<file path="src/rtl/gpr_file.sv">
// Architectural GPR file with HI/LO registers.
// Writes land on the clock edge; reads see a same-cycle write through a bypass.
module gpr_file #(
  parameter int DATA_W = 32,
  parameter int ADDR_W = 5
) (
  input  logic              clk,
  input  logic              rst,
  input  logic              reg_write_en,
  input  logic [ADDR_W-1:0] reg_write_dest,
  input  logic [DATA_W-1:0] reg_write_data,
  input  logic [ADDR_W-1:0] rs_addr,
  input  logic [ADDR_W-1:0] rt_addr,
  output logic [DATA_W-1:0] rs_data,
  output logic [DATA_W-1:0] rt_data,
  input  logic [1:0]        hilo_write_en,
  input  logic [DATA_W-1:0] hi_write_data,
  input  logic [DATA_W-1:0] lo_write_data,
  output logic [DATA_W-1:0] hi_data,
  output logic [DATA_W-1:0] lo_data
);

  localparam int NREG = 1 << ADDR_W;

  logic [DATA_W-1:0] gpr_q [1:NREG-1];
  logic [DATA_W-1:0] gpr_d [1:NREG-1];
  logic [DATA_W-1:0] hi_q, hi_d;
  logic [DATA_W-1:0] lo_q, lo_d;
  logic [DATA_W-1:0] rs_mem, rt_mem;

  always_comb begin
    gpr_d = gpr_q;
    for (int i = 1; i < NREG; i++) begin
      if (reg_write_en && reg_write_dest == ADDR_W'(i))
        gpr_d[i] = reg_write_data;
    end
    hi_d = hilo_write_en[1] ? hi_write_data : hi_q;
    lo_d = hilo_write_en[0] ? lo_write_data : lo_q;
  end

  always_ff @(posedge clk or negedge rst) begin
    if (!rst) begin
      for (int i = 1; i < NREG; i++)
        gpr_q[i] <= '0;
      hi_q <= '0;
      lo_q <= '0;
    end else begin
      gpr_q <= gpr_d;
      hi_q  <= hi_d;
      lo_q  <= lo_d;
    end
  end

  // Stored lookups; index 0 has no storage and falls through as zero.
  always_comb begin
    rs_mem = '0;
    rt_mem = '0;
    for (int i = 1; i < NREG; i++) begin
      if (rs_addr == ADDR_W'(i))
        rs_mem = gpr_q[i];
      if (rt_addr == ADDR_W'(i))
        rt_mem = gpr_q[i];
    end
  end

  always_comb begin
    rs_data = '0;
    rt_data = '0;
    hi_data = '0;
    lo_data = '0;
    if (rst) begin
      if (rs_addr == '0)
        rs_data = '0;
      else if (reg_write_en && reg_write_dest == rs_addr)
        rs_data = reg_write_data;
      else
        rs_data = rs_mem;

      if (rt_addr == '0)
        rt_data = '0;
      else if (reg_write_en && reg_write_dest == rt_addr)
        rt_data = reg_write_data;
      else
        rt_data = rt_mem;

      hi_data = hi_d;
      lo_data = lo_d;
    end
  end

endmodule

</file>
<file path="config.mk">
export PLATFORM = sky130hd
export DESIGN_NAME = gpr_file
export DESIGN_NICKNAME = d
export VERILOG_FILES = /design/src/rtl/gpr_file.sv
export SDC_FILE = /design/constraint.sdc
export NUM_CORES = 2
export LEC_CHECK = 0
export ABC_AREA = 1
export CAP_MARGIN = 15
export CORE_MARGIN = 4
export CORE_UTILIZATION = 66
export DETAILED_ROUTE_END_ITERATION = 8
export GPL_ROUTABILITY_DRIVEN = 1
export HOLD_SLACK_MARGIN = 0.03
export PLACE_DENSITY = 0.95
export SLEW_MARGIN = 20
export SYNTH_ARGS = -nofsm -noshare
export SYNTH_HDL_FRONTEND = slang
export SYNTH_SLANG_ARGS = --single-unit
export TNS_END_PERCENT = 30
</file>
<file path="constraint.sdc">
create_clock -name clk -period 4.9 [get_ports clk]
set_clock_uncertainty 0.05 [all_clocks]
set_input_delay 0.98 -clock clk [delete_from_list [all_inputs] [get_ports clk]]
set_output_delay 0.98 -clock clk [all_outputs]
set_load 0.05 [all_outputs]
</file>
==> results of run 1 <==
metal layers:
layer  GRT overflow  track usage (%)
met1             21             72.8
met2            123             82.4
met3             37             65.0
met4            148             68.4
met5              4             42.6
per-stage QoR:
stage	hold slack (ps)	TNS, ps
2_1_floorplan	387	0
3_3_place_gp	400	-31570
3_5_place_dp	405	-37650
4_1_cts	104	-2730
kinds of logic after synthesis:
| family | after synthesis | synth area share, % |
|---|---|---|
| AND/OR/NAND/NOR | 4293 | 32.1 |
| AO/OA/AOI/OAI | 1349 | 12.3 |
| buffers and inverters | 1115 | 7.74 |
| flip-flops | 1056 | 47.8 |
| XOR/XNOR | 2 | 0.0317 |
Yosys cell counts:
| master | instances | area share [%] |
|---|---|---|
| a21oi_1 | 176 | 1.6 |
| buf_1 | 10 | 0.068 |
| buf_2 | 43 | 0.39 |
| buf_4 | 7 | 0.095 |
| buf_6 | 2 | 0.041 |
| clkbuf_1 | 476 | 3.2 |
| clkinv_1 | 7 | 0.048 |
| dfrtp_1 | 1056 | 48 |
| inv_1 | 547 | 3.7 |
| inv_2 | 23 | 0.16 |
| nand2_1 | 2927 | 20 |
| nand2_2 | 1 | 0.011 |
| nand3_1 | 190 | 1.7 |
| nand3_2 | 2 | 0.036 |
| nand3b_1 | 2 | 0.027 |
| nand4_1 | 455 | 5.1 |
| nor2_1 | 616 | 4.2 |
| nor2_2 | 10 | 0.11 |
| nor2_4 | 2 | 0.041 |
| nor3_1 | 3 | 0.027 |
| nor3_2 | 2 | 0.036 |
| nor3b_1 | 4 | 0.054 |
| o2111ai_1 | 14 | 0.22 |
| o21ai_0 | 1153 | 10 |
| o22ai_1 | 6 | 0.068 |
| or2_0 | 9 | 0.10 |
| or2_1 | 8 | 0.090 |
| or2_2 | 62 | 0.70 |
| xor2_1 | 2 | 0.032 |
timing repair:
item / CTS
hold endpoints to repair: 0
hold buffers: 0
setup endpoints to repair: 64
buffers inserted: 71
pin swaps: 131
gates cloned: 5
gates resized for setup: 328
==> reports/qor.yml, run 1 <==
placed_design:
  postPlaceCellArea_mm2: 0.0621
  port_buffers: 243
  dp.cells: 9056
  dpl.hpwl_mm: 143
  gp_congestion: 1.10
  pre_cts_slack_ps: -789
yosys:
  syn-num-nets: 7931
  synth_cell_types: 29
  synth.avg_cell_area_um2: 7.08
  synth_cells: 7815
  netlist_area_mm2: 0.0553
  ys_warn_count: 0
  seq_area_frac_synth_pct: 47.8
  synth-seq-cells: 1056
floorplan:
  die_x_um: 298
  std_cell_rows: 105
  initial_core_util_pct: 66.9
  die_h_um: 298
  pin_count: 244
outcome:
  status: "aborted with a tool error"
  error_line: "[ERROR GRT-0116] Global routing finished with congestion. Check the congestion regions in the DRC Viewer."
  stop_stage: "global routing (5_1_grt)"
global_route:
  grt_pass1_vias: 78200
  grt_max_degree: 176
  grt_pass1_wl_mm: 494
  overflow: 333
  grt_usage_pct: 72.4
clock_network:
  cts-buffers-inserted: 107
  cts-root-buf: "clkbuf_16"
  cts_htree_levels: 3
  cts_buffer_depth: 3
  cts_num_sinks: 1056
==> run 2: changes to the inputs <==
--- a/config.mk
+++ b/config.mk
@@ -8,11 +8,10 @@
 export ABC_AREA = 1
 export CAP_MARGIN = 15
 export CORE_MARGIN = 4
-export CORE_UTILIZATION = 66
+export CORE_UTILIZATION = 40
 export DETAILED_ROUTE_END_ITERATION = 8
 export GPL_ROUTABILITY_DRIVEN = 1
-export HOLD_SLACK_MARGIN = 0.03
-export PLACE_DENSITY = 0.95
+export PLACE_DENSITY_LB_ADDON = 0.15
 export SLEW_MARGIN = 20
 export SYNTH_ARGS = -nofsm -noshare
 export SYNTH_HDL_FRONTEND = slang
==> reports/qor.yml, run 2 <==
route:
  routed_via_density: 5.41
  first_iter_violations: 5911
  ant_nets: 0
  wl_mm: 214
  drcViolationCount: 0
  routedWlPerCell_um: 21.2
  via_count: 54700
  dr.pass1.iters: 8
timing:
  rsz0062_at_grt: "yes"
  finalCritPeriodShare_pct: 110
  holdWs_ps: 79.7
  drv_slew: 0
  worst_slew_pin_slew_ps: 1090
  setup_ws_ps: -468
  fin_crit_ps: 5370
  hold_violations: 0
  setup_viol: 58
  slew_headroom_pct: 27.1
  fmax_mhz: 186
global_route:
  grt_max_degree: 172
  grt_pass1_vias: 51900
  overflow: 0
  antenna_found_initial: 0
  grt_usage_pct: 29.0
  grt_pass1_wl_mm: 327
floorplan:
  pin_count: 244  # unchanged
  std_cell_rows: 136  # was 105
  core_mm2: 0.137
  initial_core_util_pct: 40.2  # was 66.9%
  die_h_um: 380  # was 298 um
  die_x_um: 380  # was 298 um
  die_area_mm2: 0.144
layout:
  multi_input_area_mm2: 0.0258
  instances_no_fill: 10100
  finalNetCount: 8349
  reg_top3: "gpr_q: 992 flops, hi_q: 32 flops, lo_q: 32 flops"
  finalInstanceArea_mm2: 0.0698
  largest_reg_flops: 992
  drive_gt1_share_pct: 16.0
  register_area_mm2: 0.0264
  final_common_cell: "nand2_1"
  top_register: "gpr_q"
  layout_common_cells: "2826 x nand2_1, 1153 x o21ai_0, 1056 x dfrtp_1, 530 x inv_1, 492 x nor2_1"
  syn2layout_area_growth_pct: 26.1
  fillerInstances: 13400
clock_network:
  cts.reportedPaths.clkPinSlew_ps: 60
  cts-buffers-inserted: 119  # was 107
  cts_buffer_depth: 3  # unchanged
  cts-root-buf: "clkbuf_16"  # unchanged
  cts_htree_levels: 3  # unchanged
  cts_tree: "built"
  cts_num_sinks: 1056  # unchanged
  clk_latency_ps: 740
yosys:
  async_reset_ff_share_pct: 100  # unchanged
  synth_top_cell_by_area: "dfrtp_1"  # unchanged
  yosysMostFrequentCell: "nand2_1"  # unchanged
  syn-num-nets: 7931  # unchanged
  synth_cell_types: 29  # unchanged
  netlist_area_mm2: 0.0553  # unchanged
  synth.top_cells.by_area: "dfrtp_1 48%, nand2_1 20%, o21ai_0 10%"  # unchanged
  synth_top_area_share_pct: 47.8  # unchanged
  synth_cells: 7815  # unchanged
  seq_area_frac_synth_pct: 47.8  # unchanged
  synth_edf_count: 0  # unchanged
  synth_ff_type: "dfrtp_1"  # unchanged
  synth.avg_cell_area_um2: 7.08  # unchanged
  synth-seq-cells: 1056  # unchanged
  netlist_top_cells_count: "2927 x nand2_1, 1153 x o21ai_0, 1056 x dfrtp_1"  # unchanged
  ys_warn_count: 0  # unchanged
placed_design:
  gp_congestion: 0.948  # was 1.10
  port_buffers: 243  # unchanged
  dpl.hpwl_mm: 153  # was 143 mm
  dp.cells: 9824  # was 9056
  postPlaceCellArea_mm2: 0.0634  # was 0.0621 mm2
critical_path:
  cp-end-kind: "output pin"
  ff2ff_setup_slack_ps: 4080
  r2r_start: "gpr_q[830]"
  path_class: "input pin to output pin"
  ff2ff_path_depth: 2
  arrival_ps: 4340
  required_ps: 3870
  r2r_end: "gpr_q[830]"
  crit_fanout: 6
  startpoint_type: "input pin"
outcome:
  status: "finished with violations"  # was aborted with a tool error
  violations: "negative setup slack"
power_and_ir_drop:
  ir_drop_uv: 329
  power_density_mw_per_mm2: 363
  p_leak_nw: 32.2
  design_power_total_mw: 25.3
run:
  cap_violations: 0
worst_hold_path:
  min_path_type: "input pin to asynchronous set/reset pin"
run 2: cell counts after synthesis:
Identical to the previous run, type by type.
run 2: per-layer routing:
metal	GRT usage (%)	part of all wire, %	vias up
li1	-	-	25900
met1	40.3	44	26400
met2	45.8	45	2073
met3	5.09	7.3	383
met4	10.0	3.6	0
met5	0	0	-
run 2: worst max-delay path, cell delays in order:
cell     delay, ps
buf_8           80
buf_6          110
nor2_4          40
buf_6          130
buf_12         140
buf_6          120
nand4_1         80
nand3_2        100
nand2_2        100
nand4_1        130
nand2_1        120
nand4_1        160
nor2_2         190
nand4_1        140
nor2_1         170
nand4_1        170
nor2_1         140
nand3_1        110
nand2_1        100
nand4_1        190
nor2_2         190
nand4_1        190
nand2_2        200
a21oi_2         90
buf_6          160
run 2: how the worst max path moves through the flow:
stage | start | cells after the start | to | slack [ps]
final | rt_addr[2] | 25 | rt_data[14] | -470
after global routing | rt_addr[3] | 25 | rt_data[17] | -610
after CTS | rt_addr[3] | 25 | rt_data[17] | -440
after detailed placement | rs_addr[2] | 23 | rs_data[26] | -960
after global placement | rt_addr[2] | 24 | rt_data[3] | -990
after floorplan | rs_addr[0] | 21 | rs_data[26] | 340
run 2: power breakdown:
| group | leakage [nW] | internal (mW) | switching [mW] | total, mW |
|---|---|---|---|---|
| Clock | 2.04 | 5.65 | 3.87 | 9.53 |
| Sequential | 13.6 | 10.3 | 1.15 | 11.5 |
| Combinational | 16.5 | 1.57 | 2.77 | 4.35 |
| Total | 32.2 | 17.5 | 7.80 | 25.3 |
run 2: stage by stage:
stage	TNS, ps	worst slack, ps	utilization (%)
2_1_floorplan	0	337	-
3_3_place_gp	-49760	-986	46.1
3_5_place_dp	-51060	-962	46.1
4_1_cts	-11480	-445	50.4
5_1_grt	-23670	-612	50.7
6_report	-13080	-468	50.7
run 2: cell families (layout without fill, tap and decap cells):
logic type                Yosys count  count (layout)  share of synthesized area, %
AOI/OAI and AO/OA                1349            1349                          12.3
and+or+nand+nor                  4293            4295                          32.1
xor gates and xnor gates            2               2                        0.0317
other                               0               1                             0
buffers and inverters            1115            1628                          7.74
DFF                              1056            1056                          47.8
run 2: what timing repair did:
item,4_1_cts,5_1_grt
setup buffers,64,14
pin swaps,177,207
hold buffers,0,0
resized for setup,360,121
gates cloned,8,0
endpoints found under the setup margin,64,64
run 2: layout make-up:
cell class                 count  share of cell area [%]
tap                         1794                    3.22
sequential                  1056                    37.9
timing repair buffer         831                    12.8
timing repair inverter         2                  0.0269
multi-input combinational   5646                    36.9
clock inverter                38                   0.789
inverter                     577                    3.16
clock buffer                 180                    5.19
antenna                        1                 0.00359
Power figures use the tool's default switching activity.
